$ cat config.mk
export PLATFORM = sky130hd
export DESIGN_NAME = mems_dac_spi_tx
export DESIGN_NICKNAME = d
export VERILOG_FILES = /design/src/rtl/mems_spi_pkg.sv /design/src/rtl/mems_spi_tick_gen.sv /design/src/rtl/mems_dac_spi_tx.sv
export SDC_FILE = /design/constraint.sdc
export NUM_CORES = 1
export LEC_CHECK = 0
export BUFFER_PORTS_ARGS = -buffer_cell sky130_fd_sc_hd__buf_2
export CORE_UTILIZATION = 56
export CTS_BUF_LIST = sky130_fd_sc_hd__clkbuf_8 sky130_fd_sc_hd__clkbuf_16
export CTS_CLUSTER_SIZE = 16
export DETAILED_ROUTE_END_ITERATION = 7
export PLACE_DENSITY = 0.77
export RECOVER_POWER = 25
export SYNTH_ARGS = -nofsm -noshare
export SYNTH_HDL_FRONTEND = slang
export SYNTH_HIERARCHICAL = 1
export SYNTH_SLANG_ARGS = --single-unit
export TNS_END_PERCENT = 1
$ cat constraint.sdc
create_clock -name clk -period 2.54 [get_ports clk]
set_input_delay 0.508 -clock clk [delete_from_list [all_inputs] [get_ports clk]]
set_output_delay 0.508 -clock clk [all_outputs]
set_load 0.01 [all_outputs]
$ cat src/rtl/mems_spi_pkg.sv
// Shared definitions for the MEMS mirror DAC SPI transmitter.
// Contents: FSM state enum (3-bit), default parameter constants,
// DAC command opcodes shared with the scan controller, and a small
// constant helper used to size counters.
package mems_spi_pkg;

  typedef enum logic [2:0] {
    IDLE  = 3'd0,
    LOAD  = 3'd1,
    SETUP = 3'd2,
    SHIFT = 3'd3,
    GAP   = 3'd4
  } mems_spi_state_e;

  localparam int unsigned MEMS_SPI_WORD_W   = 24;
  localparam int unsigned MEMS_SPI_CLK_DIV  = 2;
  localparam int unsigned MEMS_SPI_DATA_LAT = 1;
  localparam int unsigned MEMS_SPI_GAP_CYC  = 4;

  // DAC command opcode field (top nibble of the command word)
  localparam int unsigned MEMS_DAC_OP_W      = 4;
  localparam logic [3:0]  MEMS_DAC_OP_WR_IN  = 4'h0;
  localparam logic [3:0]  MEMS_DAC_OP_UPDATE = 4'h1;
  localparam logic [3:0]  MEMS_DAC_OP_WR_UPD = 4'h3;
  localparam logic [3:0]  MEMS_DAC_OP_PWR    = 4'h4;
  localparam logic [3:0]  MEMS_DAC_OP_RESET  = 4'h5;
  localparam logic [3:0]  MEMS_DAC_OP_NOP    = 4'hF;

  function automatic int unsigned mems_spi_max(input int unsigned a, input int unsigned b);
    return (a > b) ? a : b;
  endfunction

endpackage

$ cat src/rtl/mems_spi_tick_gen.sv
// SCLK half-period prescaler.
// Ports: clk, rst (sync, active-high), i_run (count enable),
//        o_tick_c (combinational 1-cycle tick every CLK_DIV cycles of run).
// The count restarts from the top whenever run is low, so the first tick
// after run rises lands exactly CLK_DIV cycles later.
module mems_spi_tick_gen
  import mems_spi_pkg::*;
#(
  parameter int unsigned CLK_DIV = MEMS_SPI_CLK_DIV
) (
  input  logic clk,
  input  logic rst,
  input  logic i_run,
  output logic o_tick_c
);

  localparam int unsigned      CNT_W  = $clog2(CLK_DIV + 1);
  localparam logic [CNT_W-1:0] RELOAD = CNT_W'(CLK_DIV - 1);

  logic [CNT_W-1:0] r_cnt;

  // Down-counter, reloaded while idle and at each boundary
  always_ff @(posedge clk) begin
    if (rst || !i_run || (r_cnt == '0)) begin
      r_cnt <= RELOAD;
    end else begin
      r_cnt <= r_cnt - CNT_W'(1);
    end
  end

  assign o_tick_c = i_run && (r_cnt == '0);

endmodule

$ cat src/rtl/mems_dac_spi_tx.sv
// SPI transmitter for the MEMS mirror DAC.
// Accepts a start pulse from the scan controller, latches one command word
// from the pattern ROM DATA_LAT cycles later, shifts it MSB-first framed by
// SYNC_n (DAC samples on SCLK falling edge), then holds an inter-word gap.
// Ports: clk, rst (sync, active-high), start, data_in[WORD_W]; busy, done,
//        spi_sclk (idles high), spi_sync_n, spi_din; all outputs registered.
// Optional: `define MEMS_SPI_OVERRUN_EN adds a sticky 'overrun' output set
//           by a start request while a frame is in progress.
module mems_dac_spi_tx
  import mems_spi_pkg::*;
#(
  parameter int unsigned WORD_W   = MEMS_SPI_WORD_W,
  parameter int unsigned CLK_DIV  = MEMS_SPI_CLK_DIV,
  parameter int unsigned DATA_LAT = MEMS_SPI_DATA_LAT,
  parameter int unsigned GAP_CYC  = MEMS_SPI_GAP_CYC
) (
  input  logic              clk,
  input  logic              rst,
  input  logic              start,
  input  logic [WORD_W-1:0] data_in,
  output logic              busy,
  output logic              done,
  output logic              spi_sclk,
  output logic              spi_sync_n,
`ifdef MEMS_SPI_OVERRUN_EN
  output logic              overrun,
`endif
  output logic              spi_din
);

  localparam int unsigned      BIT_W      = $clog2(WORD_W);
  localparam int unsigned      CNT_W      = $clog2(mems_spi_max(GAP_CYC, DATA_LAT) + 1);
  localparam bit               LAT_ZERO   = (DATA_LAT == 0);
  localparam logic [CNT_W-1:0] LAT_RELOAD = LAT_ZERO ? '0 : CNT_W'(DATA_LAT - 1);
  localparam logic [CNT_W-1:0] GAP_RELOAD = CNT_W'(GAP_CYC - 1);
  localparam logic [BIT_W-1:0] BIT_LAST   = BIT_W'(WORD_W - 1);

  mems_spi_state_e r_state, w_state_nxt;

  logic              r_busy,   w_busy;
  logic              r_done,   w_done;
  logic              r_sclk,   w_sclk;
  logic              r_sync_n, w_sync_n;
  logic              r_din,    w_din;
  logic [WORD_W-1:0] r_shift,  w_shift;
  logic [BIT_W-1:0]  r_bit,    w_bit;
  logic [CNT_W-1:0]  r_cnt,    w_cnt;

  logic w_run;
  logic w_tick;
  logic w_load;

  assign w_run = (r_state == SETUP) || (r_state == SHIFT);

  mems_spi_tick_gen #(
    .CLK_DIV (CLK_DIV)
  ) u_tick (
    .clk      (clk),
    .rst      (rst),
    .i_run    (w_run),
    .o_tick_c (w_tick)
  );

  // ROM word capture point: the acceptance edge itself when latency is zero
  assign w_load = ((r_state == IDLE) && start && LAT_ZERO) ||
                  ((r_state == LOAD) && (r_cnt == '0));

  // State register
  always_ff @(posedge clk) begin
    if (rst) begin
      r_state <= IDLE;
    end else begin
      r_state <= w_state_nxt;
    end
  end

  // Next-state logic
  always_comb begin
    w_state_nxt = r_state;
    case (r_state)
      IDLE:    if (start) w_state_nxt = LAT_ZERO ? SETUP : LOAD;
      LOAD:    if (r_cnt == '0) w_state_nxt = SETUP;
      SETUP:   if (w_tick) w_state_nxt = SHIFT;
      SHIFT:   if (w_tick && r_sclk && (r_bit == '0)) w_state_nxt = GAP;
      GAP:     if (r_cnt == '0) w_state_nxt = IDLE;
      default: w_state_nxt = IDLE;
    endcase
  end

  // Output / datapath next values
  always_comb begin
    w_busy   = r_busy;
    w_done   = 1'b0;
    w_sclk   = r_sclk;
    w_sync_n = r_sync_n;
    w_din    = r_din;
    w_shift  = r_shift;
    w_bit    = r_bit;
    w_cnt    = r_cnt;
    case (r_state)
      IDLE: begin
        if (start) begin
          w_busy = 1'b1;
          w_cnt  = LAT_RELOAD;
        end
      end
      LOAD: begin
        if (r_cnt != '0) w_cnt = r_cnt - CNT_W'(1);
      end
      SETUP: begin
        if (w_tick) begin
          w_sclk = 1'b0;
          w_bit  = BIT_LAST;
        end
      end
      SHIFT: begin
        if (w_tick) begin
          if (!r_sclk) begin
            // rising SCLK: present the next bit for the following falling edge
            w_sclk  = 1'b1;
            w_shift = r_shift << 1;
            w_din   = r_shift[WORD_W-2];
          end else if (r_bit == '0) begin
            w_sync_n = 1'b1;
            w_din    = 1'b0;
            w_cnt    = GAP_RELOAD;
          end else begin
            w_sclk = 1'b0;
            w_bit  = r_bit - BIT_W'(1);
          end
        end
      end
      GAP: begin
        if (r_cnt == '0) begin
          w_busy = 1'b0;
          w_done = 1'b1;
        end else begin
          w_cnt = r_cnt - CNT_W'(1);
        end
      end
      default: begin
        w_busy   = 1'b0;
        w_sclk   = 1'b1;
        w_sync_n = 1'b1;
        w_din    = 1'b0;
      end
    endcase
    if (w_load) begin
      w_shift  = data_in;
      w_sync_n = 1'b0;
      w_din    = data_in[WORD_W-1];
    end
  end

  // Datapath and pin flops
  always_ff @(posedge clk) begin
    if (rst) begin
      r_busy   <= 1'b0;
      r_done   <= 1'b0;
      r_sclk   <= 1'b1;
      r_sync_n <= 1'b1;
      r_din    <= 1'b0;
      r_shift  <= '0;
      r_bit    <= '0;
      r_cnt    <= '0;
    end else begin
      r_busy   <= w_busy;
      r_done   <= w_done;
      r_sclk   <= w_sclk;
      r_sync_n <= w_sync_n;
      r_din    <= w_din;
      r_shift  <= w_shift;
      r_bit    <= w_bit;
      r_cnt    <= w_cnt;
    end
  end

`ifdef MEMS_SPI_OVERRUN_EN
  logic r_overrun;

  // Sticky flag for a request that arrived while a frame was in flight
  always_ff @(posedge clk) begin
    if (rst) begin
      r_overrun <= 1'b0;
    end else if (start && (r_state != IDLE)) begin
      r_overrun <= 1'b1;
    end
  end

  assign overrun = r_overrun;
`endif

  assign busy       = r_busy;
  assign done       = r_done;
  assign spi_sclk   = r_sclk;
  assign spi_sync_n = r_sync_n;
  assign spi_din    = r_din;

endmodule

==> flow_summary.ini <==
[run_status]
status = finished, final reports clean

[cells_and_area]
finish.instance_area_um2 = 2360
layout_commonest_cell = dfxtp_1
diodes = 0
final_layout_size_suffix_gt1_share_pct = 18.9
synthToLayoutAreaGrowth_pct = 14.5
layout_common_cells = dfxtp_1, nor2_1, buf_2, a211oi_1, mux2i_1
nets = 284
final_core_util_pct = 68.6

[synth]
ys_types = 46
synth_cells = 225
synth-edff-count = 0
synth_flop_cell = dfxtp_1
ys_seq_area_share_pct = 39.8
synth_seq_cells = 41
synthesis.area_um2 = 2060
ys_warn_count = 6
synthArstFlopShare_pct = 0
synth.avg_cell_area_um2 = 9.16
syn_nets = 256

[power]
comb_power_share_pct = 26.9
p_int_w = 0.00129
p_seq_share_pct = 43.2
max-vdd-ir-drop_mv = 0.534
power_density_nw_per_um2 = 779
leakage_nw = 0.842
switchingPower_w = 0.000553
swShare_pct = 30.1
p_total_w = 0.00184
clock_power_share_pct = 29.9

[place]
dp_hpwl_um = 2610
placed_area_um2 = 2250
pre_cts_ws_ns = 0.636
gp_congestion = 0.808
io_buffer_count = 31

[clock_network]
cts_root_buf = clkbuf_8
clock-sinks = 41
holdBufCountCts = 0
cts_setup_buffers = 0
cts_tree = done
insertion_delay_ns = 0.30
cts_resized = 0
htree_levels = 2
cts_buffers = 5
clk_pin_slew_worst_paths_ns = 0.07
clockBufferDepth = 2

[drt]
post_drt_wl_per_cell_um = 13.0
first_iter_violations = 106
ant_nets = 0
routed.top_layer = met4
met2WireLength_um = 1640
drc = 0
num_vias = 1687
routed_wl_um = 3890
dr.pass1.iters = 4
via_per_inst = 5.62
dr_wl_met3_um = 192
wl_met1_um = 2000

[setup_path]
cp-endpoint = spi_sync_n
cp.required_ns = 2.77
crit_type = primary input to flip-flop
path_max_fanout = 32
r2r_end = r_shift[10]
critPathCaptureType = flip-flop
r2r_slack_ns = 0.56
worstPathArrival_ns = 2.25
rr_worst_depth = 7
crit_start = rst
crit_path_start_kind = primary input
r2r_start = r_cnt[0]

[sta]
period_share_pct = 79.6
rsz0062_at_grt = false
finalMaxSlewViolations = 0
setup_tns_ns = 0
fin_ws_ns = 0.518
hold_viol_final = 0
relSlewSlack_pct = 4.92
fin_worst_skew_ns = 0.0112
fin_crit_ns = 2.02
max_freq_mhz = 495
finalSetupViolations = 0
tightest_slew_ns = 1.43

[die]
fp.dieArea_um2 = 3930
die_h_um = 62.7
core_um2 = 3440
start_util_pct = 59.9
rows = 21
ios = 32
die_x_um = 62.7

[global_routing]
gr-total-overflow = 0
antenna_found_initial = 0
grt_max_degree = 45
grt_pass1_wl_um = 6780
grt_pass1_vias = 1462
grt_usage_pct = 21.7

[job]
maxCapViolCount = 0

[hold_path]
hold_class = flip-flop to flip-flop
==> worst min path at each step <==
| stage | from | end | depth (start not counted) |
|---|---|---|---|
| after global routing | u_tick/r_cnt[0] | u_tick/r_cnt[0] | 1 |
| after CTS | u_tick/r_cnt[0] | u_tick/r_cnt[0] | 1 |
| after global placement | u_tick/r_cnt[0] | u_tick/r_cnt[0] | 1 |
| after detailed placement | u_tick/r_cnt[0] | u_tick/r_cnt[0] | 1 |
| after floorplan | u_tick/r_cnt[0] | u_tick/r_cnt[0] | 1 |
| final | u_tick/r_cnt[0] | u_tick/r_cnt[0] | 1 |
==> cell usage after synthesis (3+ instances only) <==
| library cell | count | share of area, % |
|---|---|---|
| a211oi_1 | 23 | 8.4 |
| a21oi_1 | 14 | 3.4 |
| a22oi_1 | 3 | 1.1 |
| a311oi_1 | 4 | 1.7 |
| a31oi_1 | 3 | 0.91 |
| buf_2 | 7 | 1.7 |
| clkbuf_1 | 5 | 0.91 |
| dfxtp_1 | 41 | 40 |
| ha_1 | 4 | 2.4 |
| inv_1 | 11 | 2.0 |
| mux2i_1 | 22 | 11 |
| nand2_1 | 6 | 1.1 |
| nand2b_1 | 6 | 1.8 |
| nand3_1 | 4 | 0.97 |
| nor2_1 | 27 | 4.9 |
| nor2b_1 | 5 | 1.5 |
| nor3_1 | 4 | 0.97 |
| nor3b_1 | 3 | 1.1 |
==> power by group through the flow <==
stage	logic (W)	clock network, W	registers, W
2_1_floorplan	0.000406	0	0.000791
3_3_place_gp	0.000490	0	0.000806
3_5_place_dp	0.000496	0	0.000807
4_1_cts	0.000501	0.000558	0.000793
5_1_grt	0.000561	0.000582	0.000807
6_report	0.000495	0.000549	0.000794
==> cells by family (layout without fill, tap and decap cells) <==
| family | count (synthesis) | after routing | synth area share, % |
|---|---|---|---|
| buffers and inverters | 27 | 56 | 5.89 |
| xor gates and xnor gates | 1 | 1 | 0.425 |
| DFF | 41 | 41 | 39.8 |
| adders and majority gates | 4 | 4 | 2.43 |
| and+or+nand+nor | 69 | 69 | 19.0 |
| muxes | 22 | 22 | 10.7 |
| AOI/OAI and AO/OA | 61 | 61 | 21.7 |
==> state kept, by name, indices dropped and copies added, names as in the netlist, 2 cells and up <==
| register | count |
|---|---|
| r_bit | 5 |
| r_cnt | 3 |
| r_shift | 23 |
| r_state | 3 |
| u_tick/r_cnt | 2 |
==> through the flow <==
| stage | hold slack, ns | instances |
|---|---|---|
| floorplan | 0.392 | 225 |
| global placement | 0.404 | 292 |
| detailed placement | 0.406 | 292 |
| CTS | 0.424 | 300 |
| global route | 0.455 | 300 |
| finish | 0.425 | 300 |
==> layout make-up <==
| type | instances | area, um2 |
|---|---|---|
| Timing Repair Buffer | 37 | 201 |
| Clock buffer | 6 | 82.6 |
| Clock inverter | 2 | 37.5 |
| Fill cell | 270 | 1080 |
| Multi-Input combinational cell | 157 | 1120 |
| Tap cell | 46 | 57.6 |
| Inverter | 11 | 41.3 |
| Sequential cell | 41 | 821 |
==> worst max-delay path, stage by stage <==
cell and delay, ns:
clkbuf_1 0.33, clkbuf_1 1.08, a21oi_1 0.17, nand3_1 0.14
==> layer usage <==
metal | track usage (%) | up-vias
met5 | 0 | -
met4 | 8.72 | 0
li1 | - | 884
met3 | 5.47 | 6
met1 | 31.8 | 751
met2 | 29.9 | 46
(Power assumes the default switching activity.)
